File: config.mk
export PLATFORM = sky130hd
export DESIGN_NAME = wb_trace_buffer
export DESIGN_NICKNAME = d
export VERILOG_FILES = /design/src/rtl/mips_trace_pkg.sv /design/src/rtl/trace_fifo.sv /design/src/rtl/wb_trace_buffer.sv
export SDC_FILE = /design/constraint.sdc
export NUM_CORES = 1
export LEC_CHECK = 0
export BUFFER_PORTS_ARGS = -buffer_cell sky130_fd_sc_hd__buf_2
export CORE_MARGIN = 2
export CORE_UTILIZATION = 40
export CTS_CLUSTER_SIZE = 14
export DETAILED_ROUTE_END_ITERATION = 10
export PLACE_DENSITY = 0.61
export SYNTH_ARGS = -nofsm -noshare
export SYNTH_HDL_FRONTEND = slang
export SYNTH_SLANG_ARGS = --single-unit
File: constraint.sdc
create_clock -name clk -period 7.4 [get_ports clk]
set_input_delay 0.74 -clock clk [delete_from_list [all_inputs] [get_ports clk]]
set_output_delay 0.74 -clock clk [all_outputs]
set_load 0.01 [all_outputs]
File: src/rtl/mips_trace_pkg.sv
// Shared definitions for the MIPS writeback trace path.
// A trace entry is {pc, data, cycle}; pc occupies the top bits so a packed
// entry can be split by simple slicing at the FIFO output.
package mips_trace_pkg;

    localparam int TRACE_CYC_W = 16;

    typedef struct packed {
        logic [31:0]            pc;
        logic [31:0]            data;
        logic [TRACE_CYC_W-1:0] cycle;
    } trace_entry_t;

    localparam int TRACE_ENTRY_W = $bits(trace_entry_t);

    // Packed entry width for a non-default timestamp width.
    function automatic int trace_entry_w(input int cyc_w);
        return 64 + cyc_w;
    endfunction

endpackage

File: src/rtl/trace_fifo.sv
// Generic first-word-fall-through synchronous FIFO.
// Ports:
//   clk, rst_n  clock and asynchronous active-low reset
//   push, din   write request and data (ignored when full without a pop)
//   pop         read request (ignored when empty)
//   dout        head entry; reads 0 while empty
//   full, empty status flags derived from level
//   level       occupancy, 0..DEPTH
module trace_fifo #(
    parameter int WIDTH = 80,
    parameter int DEPTH = 8
) (
    input  logic                     clk,
    input  logic                     rst_n,
    input  logic                     push,
    input  logic                     pop,
    input  logic [WIDTH-1:0]         din,
    output logic [WIDTH-1:0]         dout,
    output logic                     full,
    output logic                     empty,
    output logic [$clog2(DEPTH):0]   level
);

    localparam int AW = $clog2(DEPTH);
    localparam int LW = AW + 1;

    logic [WIDTH-1:0] mem_q [DEPTH];
    logic [AW-1:0]    wr_ptr_q, wr_ptr_d;
    logic [AW-1:0]    rd_ptr_q, rd_ptr_d;
    logic [LW-1:0]    level_q, level_d;
    logic             do_push, do_pop;

    assign full  = (level_q == LW'(DEPTH));
    assign empty = (level_q == '0);
    assign level = level_q;

    // Gate dout so the head reads 0 whenever nothing is buffered.
    assign dout = empty ? '0 : mem_q[rd_ptr_q];

    always_comb begin
        do_pop   = pop & ~empty;
        do_push  = push & (~full | do_pop);
        // DEPTH is a power of two, so pointers wrap by natural overflow.
        wr_ptr_d = wr_ptr_q + AW'(do_push);
        rd_ptr_d = rd_ptr_q + AW'(do_pop);
        level_d  = level_q + LW'(do_push) - LW'(do_pop);
    end

    always_ff @(posedge clk or negedge rst_n) begin
        if (!rst_n) begin
            wr_ptr_q <= '0;
            rd_ptr_q <= '0;
            level_q  <= '0;
        end else begin
            wr_ptr_q <= wr_ptr_d;
            rd_ptr_q <= rd_ptr_d;
            level_q  <= level_d;
        end
    end

    // Storage is not reset; stale words are never visible because dout is
    // gated by empty and only written slots are ever read.
    always_ff @(posedge clk) begin
        if (do_push) begin
            mem_q[wr_ptr_q] <= din;
        end
    end

endmodule

File: src/rtl/wb_trace_buffer.sv
// Writeback trace capture for the 5-stage MIPS pipeline.
// Timestamps each committed writeback with a free-running cycle counter,
// buffers it in an FWFT FIFO and streams it out over valid/ready.
// Ports:
//   clk, rst_n            clock and asynchronous active-low reset
//   trace_en              capture enable
//   wb_valid/wb_pc/wb_data committed writeback from the WB stage
//   trace_valid/ready     output handshake; trace_pc/data/cycle is the head
//   level                 FIFO occupancy
//   dropped               saturating count of events lost to a full FIFO
//   overflow              sticky flag, set on the first drop
module wb_trace_buffer
    import mips_trace_pkg::*;
#(
    parameter int DEPTH  = 8,
    parameter int CYC_W  = TRACE_CYC_W,
    parameter int DROP_W = 8
) (
    input  logic                     clk,
    input  logic                     rst_n,
    input  logic                     trace_en,
    input  logic                     wb_valid,
    input  logic [31:0]              wb_pc,
    input  logic [31:0]              wb_data,
    output logic                     trace_valid,
    input  logic                     trace_ready,
    output logic [31:0]              trace_pc,
    output logic [31:0]              trace_data,
    output logic [CYC_W-1:0]         trace_cycle,
    output logic [$clog2(DEPTH):0]   level,
    output logic [DROP_W-1:0]        dropped,
    output logic                     overflow
);

    localparam int EW = trace_entry_w(CYC_W);

    logic [CYC_W-1:0]  cycle_q, cycle_d;
    logic [DROP_W-1:0] dropped_q, dropped_d;
    logic              overflow_q, overflow_d;
    logic              push, pop, drop;
    logic              fifo_full, fifo_empty;
    logic [EW-1:0]     fifo_din, fifo_dout;

    assign trace_valid = ~fifo_empty;

    always_comb begin
        pop  = ~fifo_empty & trace_ready;
        // A pop in the same cycle frees the slot, so a full FIFO still accepts.
        push = trace_en & wb_valid & (~fifo_full | pop);
        drop = trace_en & wb_valid & fifo_full & ~pop;

        fifo_din   = {wb_pc, wb_data, cycle_q};
        cycle_d    = cycle_q + CYC_W'(1);
        overflow_d = overflow_q | drop;
        dropped_d  = dropped_q;
        if (drop && (dropped_q != '1)) begin
            dropped_d = dropped_q + DROP_W'(1);
        end
    end

    always_ff @(posedge clk or negedge rst_n) begin
        if (!rst_n) begin
            cycle_q    <= '0;
            dropped_q  <= '0;
            overflow_q <= 1'b0;
        end else begin
            cycle_q    <= cycle_d;
            dropped_q  <= dropped_d;
            overflow_q <= overflow_d;
        end
    end

    trace_fifo #(
        .WIDTH (EW),
        .DEPTH (DEPTH)
    ) u_fifo (
        .clk   (clk),
        .rst_n (rst_n),
        .push  (push),
        .pop   (pop),
        .din   (fifo_din),
        .dout  (fifo_dout),
        .full  (fifo_full),
        .empty (fifo_empty),
        .level (level)
    );

    assign trace_pc    = fifo_dout[EW-1 -: 32];
    assign trace_data  = fifo_dout[EW-33 -: 32];
    assign trace_cycle = fifo_dout[CYC_W-1:0];
    assign dropped     = dropped_q;
    assign overflow    = overflow_q;

endmodule

Yosys cells after proc, flatten, opt, wreduce, memory -nomap -nowiden
Memories as Yosys holds them, arrays and structs flattened.
Index checks and enable logic that the tools add are counted.
W data, S select, Z words.
{ "totals": {"ram_bits": 640, "latch_bits": 0, "inputBits": 69, "mem_count": 1, "wordCells": 33, "rom_bits": 0, "register_bits": 35} }
{ "op_classes": {"n_mul": 0, "magnitude_cmp": 0, "reduce_logical": 2, "eq_ne": 2, "n_shift": 0, "mux": 3, "bitwise": 13, "div_mod_pow": 0, "add_sub_neg": 6} }
{ "memory_table": {"columns": ["memory", "words", "width", "rd", "rd_ports_with_merged_regs", "write_ports", "line_no", "text"], "rows": [
  ["u_fifo.mem_q", 8, 80, 1, 0, 1, "trace_fifo.sv:27", "logic [WIDTH-1:0] mem_q [DEPTH];"]
]} }
{ "op_table": {"columns": ["cell", "count"], "rows": [
  ["$mux W80", 1],
  ["$add A16 B1 Y16 const B", 1],
  ["$add A8 B1 Y8 const B", 1],
  ["$ne A8 B8 Y1 const B", 1],
  ["$and A1 B1 Y1", 7],
  ["$add A3 B1 Y3", 2],
  ["$add A4 B1 Y4", 1],
  ["$eq A4 B4 Y1 const B", 1],
  ["$logic_not A4 Y1", 1],
  ["$sub A4 B1 Y4", 1],
  ["$not A1 Y1", 3],
  ["$or A1 B1 Y1", 3],
  ["$mux W1", 2],
  ["$logic_and A1 B1 Y1", 1]
]} }

Longest topological paths before layout
Gate-level depths: netlist of run 1.
{ "depth": {"ltp_word": 8, "ltp_mapped": 12, "ltp_nobuf": 11} }

Hierarchy
Synthesis of run 1 repeated with hierarchy kept, for this count alone.
{ "unflattened": {"hier_cells": 1084, "area_unflattened_um2": 25565.8} }
{ "modules_own_cells": {"columns": ["mod", "n_inst", "area_per_inst_um2", "cells_per_inst", "seq_area_each_um2"], "rows": [
  ["trace_fifo", 1, 24384.6, 988, 19468.7],
  ["wb_trace_buffer", 1, 1181.1, 96, 625.6]
]} }

Worst setup path after synthesis of run 1
OpenSTA, ideal clock, no wires.
{ "synth_path": {"path_type": "in2reg", "from": "input port trace_ready", "to": "memory u_fifo.mem_q[0][0] (enable)", "slack_ns": 0.109, "path_buffers": 0, "t_arrival_ns": 6.674, "setup_ns": 0.616, "path_stages": 4, "path_cell_list": "nand2b_1 > a31oi_1 > nand2b_1 > nor3_1"} }
{ "synth_via": {"elab_chain_cells": 6, "elab_cells_between_ends": 8, "cone_classes": "mux (2); bitwise (6)"} }
{ "synth_rtl": {"columns": ["item", "line_no", "text"], "rows": [
  ["start: declaration", "wb_trace_buffer.sv:26", "input logic trace_ready,"],
  ["$and A1 B1 Y1 (*)", "wb_trace_buffer.sv:47", "pop = ~fifo_empty & trace_ready;"],
  ["$or A1 B1 Y1 or $and A1 B1 Y1 (tied branches)", "wb_trace_buffer.sv:49, trace_fifo.sv:41", null],
  ["$and A1 B1 Y1 or $or A1 B1 Y1 (tied branches)", "wb_trace_buffer.sv:49, trace_fifo.sv:42", null],
  ["$and A1 B1 Y1 (*)", "trace_fifo.sv:42", "do_push = push & (~full | do_pop);"],
  ["$mux W1 (*)", "trace_fifo.sv:64", "if (do_push) begin"],
  ["$mux W1 (not written as such) (*)", "trace_fifo.sv:65", "mem_q[wr_ptr_q] <= din;"],
  ["end: declaration", "trace_fifo.sv:27", null]
]} }
Mark *: on every way between the ends. The rest lies on a longest branch, timed or not.

Worst setup path in the final report of run 1
{ "layout_path": {"from": "register u_fifo.rd_ptr_q[0]", "to": "output port trace_cycle[1]"} }
{ "layout_via": {"elab_chain_cells": 2} }
{ "layout_rtl": {"columns": ["item", "line_no", "text"], "rows": [
  ["start: declaration", "trace_fifo.sv:29", "logic [AW-1:0] rd_ptr_q, rd_ptr_d;"],
  ["start signal: assignment", "trace_fifo.sv:56", "rd_ptr_q <= rd_ptr_d;"],
  ["$mem_v2 Z8 W80", null, null],
  ["$mux W80", "trace_fifo.sv:38", "assign dout = empty ? '0 : mem_q[rd_ptr_q];"],
  ["end: declaration", "wb_trace_buffer.sv:29", "output logic [CYC_W-1:0] trace_cycle,"]
]} }
Every way passes these cells.

==> impl_metrics.ini, run 1 <==
[pwr]
netSwitchingFraction = 0.296
p_per_area_nw_per_um2 = 374
p_switching_uw = 3300
pwr-share-comb = 0.275
p_int_uw = 7870
p_clk_frac = 0.298
leakage_uw = 0.0101
seqPwrFrac = 0.426
ir_drop_uv = 284

[finish]
ff_latch_area_sq_um = 20100
final.fill_count = 5380
area_growth_pct = 15.5
drive_gt1_frac = 0.319
mostFrequentLayoutCells = 640 x edfxtp_1, 162 x buf_2, 160 x mux4_2
layout.cells.non_filler = 2274
multi_input_area_sq_um = 5490
final_common_cell = edfxtp_1
nets = 1445
stdcell_area_sq_um = 29900
final_core_util = 0.465

[placed_design]
placed_cell_area_sq_um = 27700
dp_hpwl_um = 27100
dpl.cell_count = 2145
dpl_worst_slack_ps = 3690
gp_congestion = 0.719
io_buffers = 162

[floorplanning]
die-height_um = 258
core-area_sq_um = 64200
num_rows = 93
fp.dieW_um = 258
pin_count = 163
die_area_sq_um = 66800
floorplan.initialDensity = 0.403

[critical_path]
critPathLaunchType = flip-flop
arrival_ps = 3490
cp_slowest_stage_delay_ps = 810
setup.worst_path.end_class = output port
critPathMaxFanout = 45
critPathBufInv = 2
crit_family = multiplexers
required_ps = 6660
critPathSlowestCell = buf_4
crit_type = flip-flop to output port
path_cells = buf_4, mux4_2, mux2i_1, nor2_1, buf_2

[drt]
antenna_left = 0
postRouteWirelength_um = 52500
drc_errors = 0
drt_iter0_drc = 806
num_vias = 11900
wl_per_cell_um = 23.1
viasPerCell = 5.22
drtPass1Iterations = 5

[clock_tree]
cts_hold_buf = 0
cts.clk_slew.worst_paths_ps = 60
cts_buffer_depth = 3
numCtsBuffers = 71
insertion_delay_ps = 610
root_buffer = clkbuf_16
clock-sinks = 675
tritoncts = yes
cts_setup_buffers = 0
cts_resized = 0
h-tree-depth = 3

[global_routing]
grt_overflow = 0
antenna_found_initial = 3
grt_pass1_vias = 12800
grt_pass1_wl_um = 79600
grt_max_degree = 117
grt_use_total = 0.160

[timing]
setup_viol = 0
finalWorstSetupSlack_ps = 3170
fin_skew_ps = 17.7
min_period_ps = 4230
fmax_ghz = 0.237
tns_ps = 0
tightest_slew_ps = 1030
slew_violations = 0
rsz0062_at_grt = no
relSlewSlack = 0.314
fin_crit_sh = 0.571
finalHoldViolCount = 0

[logic_synthesis]
syn-mean-instance-area_sq_um = 22.3
synth-seq-cells = 675
ys_warn_count = 0
synth_cells = 1161
synth_area_sq_um = 25900
seq_area_frac_synth = 0.776
synth_fp_nets = 1243
synth_cell_types = 29

[worst_hold_path]
hp-class = primary input to async pin

[run]
maxCapViolations = 0

[outcome]
outcome = finished clean
-- flip-flops by register name, summed over array words and instances (netlist names) --
signal,flops
dropped,8
u_fifo.level,4
cycle_q,16
overflow,1
u_fifo.mem_q,640
u_fifo.wr_ptr_q,3
u_fifo.rd_ptr_q,3
-- layout make-up --
class	instances	share of cell area
flip-flops and latches	675	0.673
multi-input cells	421	0.184
clock buffers	90	0.0647
well taps	855	0.0358
repair buffers	183	0.0332
clock inverters	38	0.00862
inverters	11	0.00138
diodes	1	0.0000837
-- cells in the mapped netlist, drive strengths merged --
library cell,n,area share
and2,2,0.00048
clkbuf,16,0.0023
nor4b,1,0.00034
fa,1,0.00077
nor3,9,0.0017
a21o,1,0.00029
mux2i,80,0.031
buf,38,0.010
xnor2,8,0.0027
mux2,3,0.0013
nor3b,1,0.00029
mux4,160,0.14
a31oi,1,0.00024
dfrtp,35,0.034
a21oi,1,0.00019
nor2b,1,0.00024
nand4,3,0.00073
and4,1,0.00034
ha,12,0.0058
nand2,10,0.0015
inv,11,0.0016
and3,3,0.00073
nand3,10,0.0019
edfxtp,640,0.74
nor4,1,0.00024
nor2,91,0.013
nand2b,6,0.0015
xor2,15,0.0051
-- power by group through the flow --
stage	Sequential, uW	Clock (uW)	Combinational [uW]
finish	4760	3330	3070
global route	4800	3560	3360
CTS	4770	3430	3180
detailed placement	4850	0	3170
global placement	4830	0	3150
floorplan	4680	0	2280
-- metal layers --
| metal | up-vias | routed length (um) | track usage | share of wire |
|---|---|---|---|---|
| li1 | 5165 | - | - | - |
| met1 | 6363 | 23300 | 0.220 | 0.44 |
| met2 | 271 | 25800 | 0.261 | 0.49 |
| met3 | 67 | 2520 | 0.0320 | 0.048 |
| met4 | 6 | 856 | 0.0467 | 0.016 |
| met5 | - | 44 | 0 | 0.00084 |
-- cell families after synthesis --
kind of cell | synth area share
flip-flops | 0.776
multiplexers | 0.171
AND/OR/NAND/NOR | 0.0232
buffers and inverters | 0.0142
XOR/XNOR | 0.00778
adder cells (fa/ha/maj) | 0.00657
AO/OA/AOI/OAI | 0.000725
-- path summary, 6_finish.rpt --
| kind | start | endpoint | slack, ps | cells past startpoint |
|---|---|---|---|---|
| hold reg to reg | overflow | overflow | 480 | 1 |
| min in group clk | wb_data[6] | u_fifo.mem_q[7][22] | 390 | 1 |
| setup / recovery | u_fifo.rd_ptr_q[0] | trace_cycle[1] | 3170 | 5 |
| hold / removal | rst_n | dropped[6] | 220 | 1 |
| setup reg to reg | u_fifo.level[2] | u_fifo.mem_q[5][44] | 3910 | 8 |
| max in group asynchronous | rst_n | u_fifo.rd_ptr_q[2] | 6530 | 1 |
-- per-stage QoR --
step	hold slack (ps)	power (uW)
2_1_floorplan	444	6960
4_1_cts	242	11400
5_1_grt	269	11700
6_report	223	11200
3_5_place_dp	458	8020
3_3_place_gp	454	7980
Power figures use the tool's default switching activity.
==> run 2: changes to the inputs <==
==> constraint.sdc (replaced) <==
create_clock -name clk -period 3.7 [get_ports clk]
set_input_delay 0.37 -clock clk [delete_from_list [all_inputs] [get_ports clk]]
set_output_delay 0.37 -clock clk [all_outputs]
set_load 0.01 [all_outputs]
==> impl_metrics.ini, run 2 (synthesis gave the netlist of run 1 again) <==
[finish]
largest_reg_flops = 640
mostFrequentLayoutCells = 640 x edfxtp_1, 162 x buf_2, 160 x mux4_2
final_core_util = 0.472
stdcell_area_sq_um = 30300
drive_gt1_frac = 0.325
nets = 1463
area_growth_pct = 17.1
final_common_cell = edfxtp_1
regMostFlops = u_fifo.mem_q

[timing]
fin_skew_ps = 25.8
setup_viol = 0
min_period_ps = 3230
finalHoldViolCount = 0
relSlewSlack = 0.382
fmax_ghz = 0.310
tightest_slew_ps = 927
slew_violations = 0
rsz0062_at_grt = no
fin_crit_sh = 0.872

[clock_tree]
clock-sinks = 675
numCtsBuffers = 72
cts.clk_slew.worst_paths_ps = 60
tritoncts = yes
cts_resized = 0
cts_buffer_depth = 3
root_buffer = clkbuf_16
insertion_delay_ps = 610
h-tree-depth = 3

[global_routing]
antenna_found_initial = 7
grt_pass1_wl_um = 79900
grt_overflow = 0
grt_pass1_vias = 12800
grt_use_total = 0.160
grt_max_degree = 81

[floorplanning]
die_area_sq_um = 66800
num_rows = 93
floorplan.initialDensity = 0.403
core-area_sq_um = 64200
pin_count = 163
die-height_um = 258
fp.dieW_um = 258

[critical_path]
required_ps = 3330
crit_type = flip-flop to output port
critPathMaxFanout = 32
arrival_ps = 2860
crit_family = multiplexers
critPathSlowestCell = dfrtp_4
critPathBufInv = 2
critPathLaunchType = flip-flop
path_cells = buf_12, mux4_2, mux2i_1, nor2_1, buf_2
setup.worst_path.end_class = output port
cp_slowest_stage_delay_ps = 770

[pwr]
p_per_area_nw_per_um2 = 747
leakage_uw = 0.0102
ir_drop_uv = 329

[placed_design]
placed_cell_area_sq_um = 28000
dp_hpwl_um = 27200
gp_congestion = 0.708
io_buffers = 162

[outcome]
outcome = finished clean

[worst_hold_path]
hp-class = primary input to flip-flop

[drt]
drtPass1Iterations = 5
viasPerCell = 5.20
postRouteWirelength_um = 52600
drc_errors = 0
wl_per_cell_um = 22.9
num_vias = 11900
antenna_left = 0
drt_iter0_drc = 848

[run]
maxCapViolations = 0
## run 2: cell count changes in the layout (fill, tap and decap cells not counted), sizes merged
cell         delta
buf            +10
clkbuf         +10
clkinv         -10
dlygate4sd3     +7
clkinvlp        +2
diode           +2
inv             -1
## run 2: worst paths after layout
path	to	cells past startpoint	slack [ps]	startpoint
setup / recovery	trace_cycle[5]	5	470	u_fifo.rd_ptr_q[0]
hold / removal	u_fifo.mem_q[3][27]	1	40	wb_data[11]
setup reg to reg	u_fifo.mem_q[5][45]	7	930	u_fifo.level[2]
hold reg to reg	overflow	1	470	overflow
max in group asynchronous	u_fifo.rd_ptr_q[0]	2	2670	rst_n
min in group asynchronous	overflow	2	400	rst_n
## run 2: what timing repair did
item | CTS | global route
setup buffers | 0 | 0
hold buffers | 7 | 0
endpoints found under the hold margin | 57 | 0
## run 2: cell type report
| cell class | instances | area (sq um) |
|---|---|---|
| diodes | 3 | 7.51 |
| clock buffers | 100 | 2020 |
| clock inverters | 29 | 210 |
| fillers | 5350 | 33900 |
| inverters | 11 | 41.3 |
| multi-input cells | 421 | 5500 |
| flip-flops and latches | 675 | 20100 |
| well taps | 855 | 1070 |
| repair buffers | 200 | 1360 |
## run 2: metrics by stage
stage / instances / power (uW) / TNS, ps / hold WS, ps / setup WS [ps]
2_1_floorplan: 1161 / 13900 / -76720 / 74.4 / -164
3_3_place_gp: 2155 / 16200 / 0 / 448 / 966
3_5_place_dp: 2155 / 16300 / 0 / 456 / 871
4_1_cts: 2291 / 23100 / 0 / 0.274 / 370
5_1_grt: 2293 / 23800 / 0 / 18.9 / 293
6_report: 2294 / 22700 / 0 / 38.1 / 472
## run 2: layer usage
metal	track usage	vias up	wire, um
met1	0.220	6355	23000
met4	0.0557	6	1110
li1	-	5214	-
met5	0	-	40
met3	0.0367	79	2960
met2	0.254	282	25500
## run 2: power by group
group	leakage (uW)	switching, uW	internal, uW
Clock	0.00109	2800	3960
Sequential	0.00619	456	9000
Combinational	0.00296	3370	3060
Total	0.0102	6630	16000
